===== config.mk =====
export PLATFORM = sky130hd
export DESIGN_NAME = fpga_cmd_sched
export DESIGN_NICKNAME = d
export VERILOG_FILES = /design/src/rtl/fpga_cmd_pkg.sv /design/src/rtl/fpga_scan_timer.sv /design/src/rtl/fpga_cmd_sched.sv
export SDC_FILE = /design/constraint.sdc
export NUM_CORES = 1
export LEC_CHECK = 0
export CAP_MARGIN = 20
export CORE_MARGIN = 10
export CORE_UTILIZATION = 35
export CTS_CLUSTER_DIAMETER = 40
export DETAILED_ROUTE_END_ITERATION = 8
export MAX_ROUTING_LAYER = met4
export PLACE_DENSITY = 0.63
export SLEW_MARGIN = 20
export SYNTH_ARGS = -nofsm -noshare
export SYNTH_HDL_FRONTEND = slang
export SYNTH_SLANG_ARGS = --single-unit

===== constraint.sdc =====
create_clock -name clk -period 6.2 [get_ports clk]
set_input_delay 1.86 -clock clk [delete_from_list [all_inputs] [get_ports clk]]
set_output_delay 1.86 -clock clk [all_outputs]
set_load 0.02 [all_outputs]

===== src/rtl/fpga_cmd_pkg.sv =====
// Shared definitions for the LED/ADC command scheduler.
// Command codes, requester and FSM encodings, host command filter helper.
package fpga_cmd_pkg;

    localparam logic [6:0] ADC_SELECT = 7'h1;
    localparam logic [6:0] RED_ON     = 7'h2;
    localparam logic [6:0] RED_OFF    = 7'h3;
    localparam logic [6:0] GREEN_ON   = 7'h4;
    localparam logic [6:0] GREEN_OFF  = 7'h5;

    localparam int LED_COUNT = 35;

    typedef enum logic [1:0] {
        ST_IDLE   = 2'd0,
        ST_SETUP  = 2'd1,
        ST_STROBE = 2'd2,
        ST_HOLD   = 2'd3
    } state_e;

    typedef enum logic {
        HOST = 1'b0,
        SCAN = 1'b1
    } req_e;

    // True when a host command names a real decoder operation with an
    // argument the decoder can act on.
    function automatic logic cmd_ok(
        input logic [6:0] cmd,
        input logic [7:0] arg,
        input int         adc_max
    );
        logic ok;
        unique case (1'b1)
            (cmd == ADC_SELECT):
                ok = (int'(arg) <= adc_max);
            (cmd >= RED_ON && cmd <= GREEN_OFF):
                ok = (int'(arg) <= LED_COUNT - 1);
            default:
                ok = 1'b0;
        endcase
        return ok;
    endfunction

endpackage


===== src/rtl/fpga_scan_timer.sv =====
// Periodic ADC scan request generator with round-robin channel pointer.
// Ports: clk, rst_n, scan_en, take (scan granted), scan_pend, ptr, scan_wrap.
module fpga_scan_timer
    import fpga_cmd_pkg::*;
#(
    parameter int NUM_ADC     = 18,
    parameter int SCAN_PERIOD = 1000
) (
    input  logic       clk,
    input  logic       rst_n,
    input  logic       scan_en,
    input  logic       take,
    output logic       scan_pend,
    output logic [4:0] ptr,
    output logic       scan_wrap
);

    localparam int TW = $clog2(SCAN_PERIOD);

    logic [TW-1:0] timer;
    logic          tick;
    logic          last;

    assign tick = (timer == TW'(SCAN_PERIOD - 1));
    assign last = (ptr == 5'(NUM_ADC - 1));

    // A tick arriving while a request is still pending is dropped;
    // at most one scan request is ever outstanding.
    always_ff @(posedge clk or negedge rst_n) begin
        if (!rst_n) begin
            timer     <= '0;
            scan_pend <= 1'b0;
        end else if (!scan_en) begin
            timer     <= '0;
            scan_pend <= 1'b0;
        end else begin
            timer <= tick ? '0 : timer + 1'b1;
            if (take)
                scan_pend <= 1'b0;
            else if (tick)
                scan_pend <= 1'b1;
        end
    end

    // The channel pointer survives scan_en dropping so a paused scan
    // resumes where it left off.
    always_ff @(posedge clk or negedge rst_n) begin
        if (!rst_n) begin
            ptr       <= '0;
            scan_wrap <= 1'b0;
        end else begin
            scan_wrap <= take && last;
            if (take)
                ptr <= last ? '0 : ptr + 1'b1;
        end
    end

endmodule


===== src/rtl/fpga_cmd_sched.sv =====
// Arbitrates host commands and ADC scan selects onto the decoder bus as
// setup/strobe/hold transactions.
// Ports: clk, rst_n, host_valid/cmd/data/ready, scan_en, busy, enable,
// command, data, cur_adc, scan_wrap; cmd_err with
// FPGA_CMD_SCHED_CMD_FILTER_EN defined (host command filter).
module fpga_cmd_sched
    import fpga_cmd_pkg::*;
#(
    parameter int NUM_ADC     = 18,
    parameter int SCAN_PERIOD = 1000,
    parameter int STROBE_LEN  = 2
) (
    input  logic       clk,
    input  logic       rst_n,
    input  logic       host_valid,
    input  logic [6:0] host_cmd,
    input  logic [7:0] host_data,
    output logic       host_ready,
    input  logic       scan_en,
    output logic       busy,
    output logic       enable,
    output logic [6:0] command,
    output logic [7:0] data,
    output logic [4:0] cur_adc,
    output logic       scan_wrap
`ifdef FPGA_CMD_SCHED_CMD_FILTER_EN
    ,
    output logic       cmd_err
`endif
);

    localparam int CW = (STROBE_LEN > 1) ? $clog2(STROBE_LEN) : 1;

    localparam logic [1:0] IDLE   = ST_IDLE;
    localparam logic [1:0] SETUP  = ST_SETUP;
    localparam logic [1:0] STROBE = ST_STROBE;
    localparam logic [1:0] HOLD   = ST_HOLD;

    logic [1:0]    state;
    logic [CW-1:0] cnt;
    req_e          rr_last;
    logic          scan_pend;
    logic [4:0]    ptr;
    logic          idle;
    logic          grant_host;
    logic          grant_scan;
    logic          host_fwd;

    fpga_scan_timer #(
        .NUM_ADC     (NUM_ADC),
        .SCAN_PERIOD (SCAN_PERIOD)
    ) u_timer (
        .clk       (clk),
        .rst_n     (rst_n),
        .scan_en   (scan_en),
        .take      (grant_scan),
        .scan_pend (scan_pend),
        .ptr       (ptr),
        .scan_wrap (scan_wrap)
    );

    assign idle = (state == IDLE);
    assign busy = !idle;

    // On a tie the requester that did not win last time goes first.
    assign grant_host = idle && host_valid &&
                        (!scan_pend || rr_last == SCAN);
    assign grant_scan = idle && scan_pend &&
                        (!host_valid || rr_last == HOST);

    // Gated by rst_n so a held host_valid is never acknowledged in reset.
    assign host_ready = rst_n && grant_host;

`ifdef FPGA_CMD_SCHED_CMD_FILTER_EN
    assign host_fwd = cmd_ok(host_cmd, host_data, 2 * NUM_ADC - 1);

    always_ff @(posedge clk or negedge rst_n) begin
        if (!rst_n)
            cmd_err <= 1'b0;
        else
            cmd_err <= grant_host && !host_fwd;
    end
`else
    assign host_fwd = 1'b1;
`endif

    // command/data only move on a grant, so they are stable for the
    // whole setup/strobe/hold window the decoder samples in.
    always_ff @(posedge clk or negedge rst_n) begin
        if (!rst_n) begin
            state   <= IDLE;
            cnt     <= '0;
            enable  <= 1'b0;
            command <= '0;
            data    <= '0;
            cur_adc <= '0;
            rr_last <= SCAN;
        end else begin
            unique case (state)
                IDLE: begin
                    if (grant_host) begin
                        rr_last <= HOST;
                        if (host_fwd) begin
                            state   <= SETUP;
                            command <= host_cmd;
                            data    <= host_data;
                        end
                    end else if (grant_scan) begin
                        rr_last <= SCAN;
                        state   <= SETUP;
                        command <= ADC_SELECT;
                        data    <= 8'({ptr, 1'b0});
                        cur_adc <= ptr;
                    end
                end
                SETUP: begin
                    state  <= STROBE;
                    enable <= 1'b1;
                    cnt    <= '0;
                end
                STROBE: begin
                    if (cnt == CW'(STROBE_LEN - 1)) begin
                        state  <= HOLD;
                        enable <= 1'b0;
                    end else begin
                        cnt <= cnt + 1'b1;
                    end
                end
                HOLD: begin
                    state <= IDLE;
                end
                default: begin
                    state <= IDLE;
                end
            endcase
        end
    end

endmodule

---- Word level (Yosys, flattened, before mapping) ----
Index checks and enable logic that the tools add are counted.
Widths: inputs -> output; s select.
storage, ports and cells
  register bits ........................... 42
  bits in latches ......................... 0
  memory bits (writable) .................. 0
  memory bits (read-only) ................. 0
  input bits .............................. 19
  output and inout bits ................... 24
  logic and storage cells ................. 62
  memories kept ........................... 0
cells by class
  $add $sub $neg .......................... 3
  multiply operators ...................... 0
  div/mod/pow operators ................... 0
  magnitude comparators ................... 0
  equality and inequality tests ........... 8
  shift operators ......................... 0
  muxes and demuxes ....................... 20
  bitwise logic cells ..................... 2
  reductions and logical operators ........ 18
operator list
  operator               number
  $mux 10                2
  $mux 8                 2
  $mux 7                 2
  $add 10x1->10 const B  1
  $eq 10x10->1 const B   1
  $pmux 2 s4             1
  $mux 1                 7
  $logic_and 1x1->1      6
  $mux 2                 3
  $ne 3x1->1 const B     2
  $reduce_and 2->1       3
  $add 5x1->5 const B    1
  $eq 5x5->1 const B     1
  $mux 5                 1
  $eq 2x2->1 const B     2
  $pmux 1 s2             2
  $reduce_bool 2->1      2
  $logic_not 1->1        3
  $reduce_and 3->1       1
  $eq 2x1->1 const B     1
  $logic_not 2->1        1
  $logic_or 1x1->1       2
  $ne 2x2->1 const B     1
  $not 1->1              2
  $add 1x1->1 const B    1

---- Logic depth before layout (Yosys ltp) ----
  word-level depth ........................ 6
  mapped depth ............................ 7
  depth with buffers taken out ............ 5

---- Modules after synthesis ----
From an unflattened synthesis, not the netlist that was laid out.
unflattened totals
  cells, all modules ...................... 175
  area, all modules ....................... 2004.4 sq um
modules (own cells, without submodules)
  module           times used  cells an instance  area each (sq um)  seq. area each (sq um)
  fpga_cmd_sched   1           92                 1154.9             626.9
  fpga_scan_timer  1           83                 849.6              425.4

---- Worst setup path before layout ----
No wires, ideal clock.
  path type ............................... input port to output port
  start ................................... input host_valid
  end ..................................... output host_ready
  data arrival time ....................... 2.860 ns
  data required time ...................... 4.340 ns
  slack ................................... 1.480 ns
  stages .................................. 5
  buffers on the path ..................... 2
  cell sequence ........................... clkbuf_1 > nand2_1 > nor2_1 > buf_2 > and2_1
on the way
  word-level cells in the longest chain between the ends .. 3
ends and longest elaborated chain
  element                          line                  text
  start, declared                  fpga_cmd_sched.sv:15  input logic host_valid,
  $logic_and 1x1->1 (2 in series)  fpga_cmd_sched.sv:66  assign grant_host = idle && host_valid &&
  $logic_and 1x1->1                fpga_cmd_sched.sv:72  assign host_ready = rst_n && grant_host;
  end, declared                    fpga_cmd_sched.sv:18  output logic host_ready,
No other way between the ends.

---- Final worst setup path ----
Ends and elaborated chain as after synthesis.

==> qor.csv <==
metric,value,unit
post-synthesis net count,196,
Placement Rows,26,
Hold Crit Start,u_timer.timer[0],
Die Wd,93.6,um
final wirelength,4240,um
Yosys top cell area share,54.1,%
sequential share of power,39.4,%
post-synthesis sequential area ratio,55.5,%
Syn Inst Count,170,
Post-Layout Cell Count,288,
layout cell share with drive strength beyond 1,8.26,%
max-slew violations,0,
DP HPWL,3100,um
worst reg2reg path depth,4,
Max Cap Viol,0,
Hold EP,u_timer.timer[0],
Hold Crit Depth,1,
Synth Cell Area,0.00190,mm2
Hold Crit Class,reg -> reg,
remaining antenna violation count,0,
Post-CTS Hold Buffers,0,
I/O pin count,43,
CP top delay family,buffers and inverters,
core footprint,0.00517,mm2
Congestion Overflow GR,0,
final core occ,48.5,%
Placer Congestion,0.841,
reg2reg setup slack,4.33,ns
fin crit share,88.9,%
"EDFF count, synth",0,
PortBufs,42,
synth top area cells,"dfrtp_1 54%, ha_1 4.6%, a22o_1 4.2%",
peak supply drop,0.179,mV
# setup viols final,0,
pwr/cell area,378,mW/mm2
critical path cell sequence,"clkdlybuf4s50_1, nand2_1, nor2_1, and2_1, clkdlybuf4s50_1",
clock sink count,42,
design area,0.00251,mm2
Comb power frac,38.1,%
ant diodes,0,
DP Cell Count,280,
Synth Register Bits,42,
Worst Path Buf+Inv,2,
Tightest Pin Transition,0.791,ns
switching pwr,0.310,mW
initial drt markers,47,
Die Span Y,93.6,um
switching share of total power,32.7,%
vias per inst,5.09,
Final Hold Fails,0,
skew final,0.00906,ns
first-pass GRT wire length,7230,um
max_slew headroom,46.8,%
proportion of power drawn by the clock network,22.6,%
status,completed,
Clock transition at path regs,0.07,ns
drt drc,0,
initial core utilization,36.7,%
largest net degree at the start of global routing,43,
Synth area leader,dfrtp_1,
via count,1466,
RSZ-0062 raised after global routing,false,
Design Power,0.949,mW
worst reg2reg path startpoint,u_timer.timer[0],
CP max FO,10,
Setup TNS,0,ns
critical path required time,4.34,ns
post_cts resized,0,
Synth async-reset ratio,100,%
drt wl/cell,14.7,um
htree depth,2,
slowest cell delay on critical path,0.67,ns
mean post-synth cell area,11.2,um2
die footprint,0.00876,mm2
Post-CTS Setup Bufs,0,
type of element capturing the critical path,output port,
dpl cell area,0.00240,mm2
clk_lat worst skew,0.30,ns
Total Nets Final,243,
CTS tree,yes,
GRT Resource Usage Total,10.6,%
RR Endpoint,u_timer.timer[2],
Cell variety after synth,36,
Fmax achieved,0.182,GHz
LEAKAGE,1.06,nW
vias in the first global route,1513,
area delta synth->final,32.4,%
most used cell along the critical path,clkdlybuf4s50_1,
Setup CP Type,in -> out,
CP max stage cell,clkdlybuf4s50_1,
CTS max path bufs,2,
Crit path arrival time,3.65,ns
YS warnings,0,
initial antenna violation count,0,
DR pass1 iterations,4,
"commonest cells after routing, fill and taps aside","41 x dfrtp_1, 41 x clkdlybuf4s50_1, 13 x nand2_1, 12 x nor2_1, 11 x inv_1",
"Primary FF master, synth",dfrtp_1,
crit start category,input pin,
cell internal pwr,0.639,mW
Root Buffer,clkbuf_8,
fin crit period,5.51,ns
CTS buffer count,5,
[synth_stat cells (2+ instances only)]
cell type and instances:
o211ai_1 2, a31oi_1 7, a221o_1 2, dfrtp_1 41
o2111ai_1 3, a21oi_1 4, or4_1 2, ha_1 7
nand4bb_1 2, inv_1 11, buf_2 2, o32a_1 2
clkbuf_1 3, o21ai_0 7, a22o_1 9, nand4_1 3
nor2_1 12, or3_1 3, o2bb2ai_1 2, o31ai_1 2
xnor2_1 2, mux2_2 6, nand3_1 6, and2_1 5
xor2_1 2, nand2_1 13
[state kept, by name, indices dropped and copies added, names as in the netlist, 2 cells and up]
name	cells
data	8
u_timer.ptr	5
command	7
cur_adc	5
state	2
u_timer.timer	10
[metal layers]
layer | GRT usage, % | part of all wire, % | vias up | wire, um
li1 | - | - | 720 | -
met1 | 13.4 | 50 | 701 | 2110
met2 | 14.8 | 41 | 42 | 1760
met3 | 4.96 | 8.2 | 3 | 348
met4 | 2.66 | 0.64 | 0 | 27
met5 | - | 0 | - | 0
[worst reg2reg max path: cells and delay by family (launching register included)]
kind	cells	cell delay (ns)
compound gates	1	0.74
fa+ha+maj	1	0.24
flops	1	0.39
simple gates	2	0.34
[how the worst max path moves through the flow]
stage                from    endpoint  slack, ns  depth (start not counted)
3_5_place_dp   host_valid  host_ready       0.71                          5
2_1_floorplan  host_valid  host_ready       1.48                          5
5_1_grt        host_valid  host_ready       0.55                          5
4_1_cts        host_valid  host_ready       0.69                          5
6_report       host_valid  host_ready       0.69                          5
3_3_place_gp   host_valid  host_ready       0.74                          5
[power groups by stage]
stage                     Clock, mW  Combinational (mW)  Sequential (mW)
after CTS                     0.224               0.369            0.374
after global routing          0.238               0.395            0.383
final                         0.214               0.362            0.373
after floorplan                   0               0.142            0.437
after detailed placement          0               0.369            0.377
after global placement            0               0.362            0.378
[layout make-up]
class / count / area (um2)
clock buffers: 6 / 72.6
clock inverters: 2 / 37.5
fillers: 484 / 2660
inverters: 11 / 41.3
multi-input cells: 112 / 782
flip-flops and latches: 42 / 1050
well taps: 70 / 87.6
repair buffers: 45 / 438
[kinds of logic after synthesis]
group / count (synthesis) / synth area share, %
fa+ha+maj: 7 / 4.62
mux: 7 / 4.09
simple gates: 49 / 13.2
compound gates: 45 / 17.5
flops: 42 / 55.5
xor+xnor: 4 / 1.85
buf+inv: 16 / 3.30
[metrics by stage]
| step | hold WS, ns | setup WS (ns) |
|---|---|---|
| global placement | 0.477 | 0.736 |
| finish | 0.491 | 0.691 |
| global route | 0.523 | 0.546 |
| floorplan | 0.455 | 1.48 |
| CTS | 0.492 | 0.691 |
| detailed placement | 0.482 | 0.707 |
Power figures use the tool's default switching activity.
